$ cat src/rtl/iob_fifo_dp_ctrl_pkg.sv
// Shared sizing helpers and control encodings for the iob dual-port FIFO family.
// Kept free of module parameters so sync and future async variants can reuse them.
package iob_fifo_dp_ctrl_pkg;

    localparam int DEF_DATA_W = 8;
    localparam int DEF_ADDR_W = 4;

    // Per-cycle occupancy update chosen from the accepted requests.
    typedef enum logic [1:0] {
        LVL_HOLD = 2'd0,
        LVL_INC  = 2'd1,
        LVL_DEC  = 2'd2
    } lvl_op_e;

    function automatic int fifo_depth(input int addr_w);
        return 1 << addr_w;
    endfunction

    // One extra bit so a completely full FIFO (depth itself) is representable.
    function automatic int level_w(input int addr_w);
        return addr_w + 1;
    endfunction

endpackage

$ cat src/rtl/iob_ram_dp.sv
// True dual-port RAM, one clock, registered outputs. Each output register
// loads only while its port is enabled, so read data holds between accesses.
module iob_ram_dp #(
    parameter int DATA_W = 8,
    parameter int ADDR_W = 4
) (
    input  logic              clk,
    input  logic              en_a,
    input  logic              we_a,
    input  logic [ADDR_W-1:0] addr_a,
    input  logic [DATA_W-1:0] din_a,
    output logic [DATA_W-1:0] dout_a,
    input  logic              en_b,
    input  logic              we_b,
    input  logic [ADDR_W-1:0] addr_b,
    input  logic [DATA_W-1:0] din_b,
    output logic [DATA_W-1:0] dout_b
);

    logic [DATA_W-1:0] mem [0:(1 << ADDR_W)-1];

    // Read-first on each port; storage and output registers carry no reset.
    always_ff @(posedge clk) begin
        if (en_a) begin
            if (we_a) begin
                mem[addr_a] <= din_a;
            end
            dout_a <= mem[addr_a];
        end
        if (en_b) begin
            if (we_b) begin
                mem[addr_b] <= din_b;
            end
            dout_b <= mem[addr_b];
        end
    end

endmodule

$ cat src/rtl/iob_fifo_dp_ctrl.sv
// Single-clock FIFO built around iob_ram_dp: port A writes at wptr, port B reads at rptr.
// Flags decode the registered level only, so no request input reaches a flag combinationally.
module iob_fifo_dp_ctrl
    import iob_fifo_dp_ctrl_pkg::*;
#(
    parameter int DATA_W      = DEF_DATA_W,
    parameter int ADDR_W      = DEF_ADDR_W,
    parameter int ALMOST_FULL = fifo_depth(ADDR_W) - 2
) (
    input  logic              clk,
    input  logic              rst,
    input  logic              w_en,
    input  logic [DATA_W-1:0] w_data,
    output logic              w_full,
    output logic              w_almost_full,
    input  logic              r_en,
    output logic [DATA_W-1:0] r_data,
    output logic              r_empty,
    output logic [ADDR_W:0]   level,
    output logic              w_overflow,
    output logic              r_underflow
);

    localparam int LVL_W = level_w(ADDR_W);
    localparam int DEPTH = fifo_depth(ADDR_W);
    localparam logic [LVL_W-1:0] LVL_FULL = LVL_W'(DEPTH);
    localparam logic [LVL_W-1:0] LVL_AF   = LVL_W'(ALMOST_FULL);
    localparam logic [LVL_W-1:0] LVL_ONE  = LVL_W'(1);

    logic [ADDR_W-1:0] wptr;
    logic [ADDR_W-1:0] rptr;
    logic              wacc;
    logic              racc;
    lvl_op_e           lvl_op;
    logic [DATA_W-1:0] ram_dout_a_unused;

    assign w_full        = (level == LVL_FULL);
    assign r_empty       = (level == '0);
    assign w_almost_full = (level >= LVL_AF);

    assign wacc = w_en & ~w_full;
    assign racc = r_en & ~r_empty;

    always_comb begin
        lvl_op = LVL_HOLD;
        if (wacc && !racc) begin
            lvl_op = LVL_INC;
        end else if (racc && !wacc) begin
            lvl_op = LVL_DEC;
        end
    end

    // Pointer, occupancy and error-pulse registers.
    always_ff @(posedge clk or posedge rst) begin
        if (rst) begin
            wptr        <= '0;
            rptr        <= '0;
            level       <= '0;
            w_overflow  <= 1'b0;
            r_underflow <= 1'b0;
        end else begin
            if (wacc) begin
                wptr <= wptr + 1'b1;
            end
            if (racc) begin
                rptr <= rptr + 1'b1;
            end
            case (lvl_op)
                LVL_INC: level <= level + LVL_ONE;
                LVL_DEC: level <= level - LVL_ONE;
                default: level <= level;
            endcase
            w_overflow  <= w_en & w_full;
            r_underflow <= r_en & r_empty;
        end
    end

    // Storage; the port B output register is the one-cycle read stage.
    iob_ram_dp #(
        .DATA_W (DATA_W),
        .ADDR_W (ADDR_W)
    ) u_ram (
        .clk    (clk),
        .en_a   (wacc),
        .we_a   (wacc),
        .addr_a (wptr),
        .din_a  (w_data),
        .dout_a (ram_dout_a_unused),
        .en_b   (racc),
        .we_b   (1'b0),
        .addr_b (rptr),
        .din_b  ({DATA_W{1'b0}}),
        .dout_b (r_data)
    );

endmodule

$ cat config.mk
export PLATFORM = sky130hd
export DESIGN_NAME = iob_fifo_dp_ctrl
export DESIGN_NICKNAME = d
export VERILOG_FILES = /design/src/rtl/iob_fifo_dp_ctrl_pkg.sv /design/src/rtl/iob_ram_dp.sv /design/src/rtl/iob_fifo_dp_ctrl.sv
export SDC_FILE = /design/constraint.sdc
export NUM_CORES = 1
export LEC_CHECK = 0
export BUFFER_PORTS_ARGS = -buffer_cell sky130_fd_sc_hd__buf_2
export CAP_MARGIN = 20
export CORE_ASPECT_RATIO = 0.7
export CORE_MARGIN = 4
export CORE_UTILIZATION = 55
export DETAILED_ROUTE_END_ITERATION = 10
export GPL_ROUTABILITY_DRIVEN = 0
export PLACE_DENSITY = 0.71
export SYNTH_ARGS = -nofsm -noshare
export SYNTH_HDL_FRONTEND = slang
export SYNTH_SLANG_ARGS = --single-unit
export TNS_END_PERCENT = 20
$ cat constraint.sdc
create_clock -name clk -period 7.9 [get_ports clk]
set_input_delay 1.185 -clock clk [delete_from_list [all_inputs] [get_ports clk]]
set_output_delay 1.185 -clock clk [all_outputs]
set_load 0.005 [all_outputs]
==> metrics.txt <==
Initial Util 0.5786; Sink Count 151; CTS Hold Bufs 0; Final Max Slew Viols 0; Die Height 96.31 um; hold endpoint level[4]; Adder-Cell Fraction of Synth Area 0.01838; MaxCap Viol Count 0; fill cell count 708; Critical Path RT 8.20 ns; synthesized area per cell 19.33 um2; Min-Delay Path Depth 1; min Tclk post-route 2.954 ns; clk buf depth 2; total routed wirelength 11,320 um; Synth top area share 0.6665; global-route wire length before repair 17,550 um; WL/cell 21.98 um; IO Port Bufs 29; HP Class reg2reg; grt ovf 0; R2R cell count 10; Critical R2R Launch level[1]; drt via density 5.874; Clock Latency Late Sink 0.41 ns; total die area 12,920 um2; simple-gate area share of the yosys netlist 0.04962; synthesized cell area 6127 um2; RSZ-0062 raised after global routing no; Ys Warns 0; clock transition at the registers of the reported paths 0.06 ns; commonest non-fill, non-tap cell in the layout edfxtp_1; Synth Register Bits 151; Synth Area in XOR/XNOR 0.01572; register area 4461 um2; Final HPWL DP 7143 um; PostCTS Resize Cnt 0; first drt pass iteration count 5; CTS tree done; initial antenna violation count 0; synth top area cells edfxtp_1 (67%), mux4_2 (7.4%), dfrtp_1 (6.1%), mux4_1 (5.1%), a22oi_1 (2.0%); largest area contributor in the netlist edfxtp_1; number of synthesized flops with an enable pin 136; share of layout cells above drive strength 1 0.2452; Chip Width 134.2 um; Pleak 2.445 nW; Hold Fails Final Rpt 0; Final Skew 0.009815 ns; most frequent cells in the layout edfxtp_1 (136), buf_2 (30), mux4_2 (20); # DRC 0; post-synthesis cell type count 39; VDD IR-drop max 0.1914 mV; total power 2.566 mW; Max-slew headroom 0.3368; largest family of logic cells by synthesized area multiplexers; Synth Area in Compound Gates 0.03308; Setup CP Type in2reg; ANT nets after route 0; Setup TNS 0 ns; I/O pin cnt 30; R2R Path End level[4]; Worst Max-Slew Pin Slew 0.9911 ns; core area 10,590 um2; Post-Syn Instances 317; Iteration-0 DRC Markers 322; hold_sp level[4]; GRT Total Usage 0.1925; crit start category primary input; CTS Buf Count 17; f_max 338.5 MHz; asr flop ratio synth 0.09934; Reg2Reg Setup Slack 5.03 ns; vias in the first global route 2,921; outcome completed; # rows 31; Primary FF master, synth edfxtp_1; CTS Root Cell clkbuf_16; Worst Setup End Kind flip-flop; Worst Path Max Fanout 10; total number of vias 3,025; final net count 376; final setup fails 0; register area share after synthesis 0.7278; H-tree Lvls 4; largest net degree at the start of global routing 36; Mapped Nets 338; PwrDens 368.0 nW/um2; multi-input logic area 1514 um2; Area growth syn-to-layout 13.80%; setup bufs post-CTS 0; fin crit share 0.3739; post-synthesis mux area share 0.1303; Antenna Cells 0; Worst EP arrival 3.25 ns
worst max-delay path, cell delays in order:
cell	delay, ns
buf_2	0.08
a21boi_2	0.36
inv_1	0.13
ha_1	0.33
xor2_1	0.19
ha_1	0.24
or4_1	0.40
o22ai_1	0.12
a31oi_1	0.07
xnor2_1	0.13
cells in the mapped netlist, types with 2 or more instances:
cell / number
a21oi_1: 2
nand2b_1: 6
mux4_1: 12
nor3_1: 4
nand4_1: 3
nand3_1: 3
and2_1: 3
ha_1: 9
nor2_1: 16
buf_1: 2
buf_4: 2
buf_2: 5
mux2_2: 2
xnor2_1: 7
mux4_2: 20
inv_1: 5
dfrtp_1: 15
nand2_1: 19
edfxtp_1: 136
a22oi_1: 16
clkdlybuf4s25_2: 3
o21ai_0: 2
xor2_1: 4
a21o_1: 2
buf_6: 3
and3_1: 2
o22ai_1: 2
worst max-delay path by stage:
| stage | from | to | slack, ns | cells past startpoint |
|---|---|---|---|---|
| 2_1_floorplan | r_en | level[4] | 4.43 | 9 |
| 3_3_place_gp | w_en | level[4] | 4.61 | 10 |
| 3_5_place_dp | w_en | level[4] | 4.54 | 10 |
| 4_1_cts | w_en | level[4] | 4.97 | 10 |
| 5_1_grt | w_en | level[4] | 4.79 | 10 |
| 6_report | w_en | level[4] | 4.95 | 10 |
stage by stage:
step	setup slack (ns)	instances	util	hold WS [ns]	cell area [um2]
floorplan	4.427	317	-	0.4865	6127
global placement	4.607	482	0.6007	0.5354	6361
detailed placement	4.537	482	0.6007	0.5447	6361
CTS	4.971	513	0.6562	0.5636	6948
global route	4.789	515	0.6585	0.6068	6973
finish	4.946	515	0.6585	0.5649	6973
registers in the layout (all words and copies together), names as in the netlist:
signal / flops
level: 5
r_underflow: 1
rptr: 4
u_ram.dout_b: 8
u_ram.mem: 128
w_overflow: 1
wptr: 4
per-layer routing:
| metal | wire, um | up-vias | global-route usage | part of all wire |
|---|---|---|---|---|
| met3 | 636 | 12 | 0.05381 | 0.056 |
| li1 | - | 1351 | - | - |
| met2 | 5175 | 91 | 0.2798 | 0.46 |
| met1 | 5392 | 1571 | 0.2826 | 0.48 |
| met4 | 117 | 0 | 0.07119 | 0.010 |
| met5 | 0 | - | 0 | 0 |
layout make-up:
class                           count  share of cell area
Sequential cell                   151              0.6397
Multi-Input combinational cell    144              0.2171
Clock buffer                       18             0.06155
Timing Repair Buffer               36             0.02979
Tap cell                          148             0.02656
Clock inverter                     13             0.02261
Inverter                            5            0.002692
cell families after synthesis:
family                   count (synthesis)
AND/OR/NAND/NOR                         61
adder cells (fa/ha/maj)                  9
buffers and inverters                   22
flip-flops                             151
AO/OA/AOI/OAI                           28
multiplexers                            35
XOR/XNOR                                11
power breakdown:
part | total, mW | switching (mW) | internal [mW]
sequential | 1.11 | 0.0921 | 1.01
combinational | 0.662 | 0.351 | 0.311
clock | 0.799 | 0.306 | 0.493
Note: power is estimated with default switching activity, not from simulation.
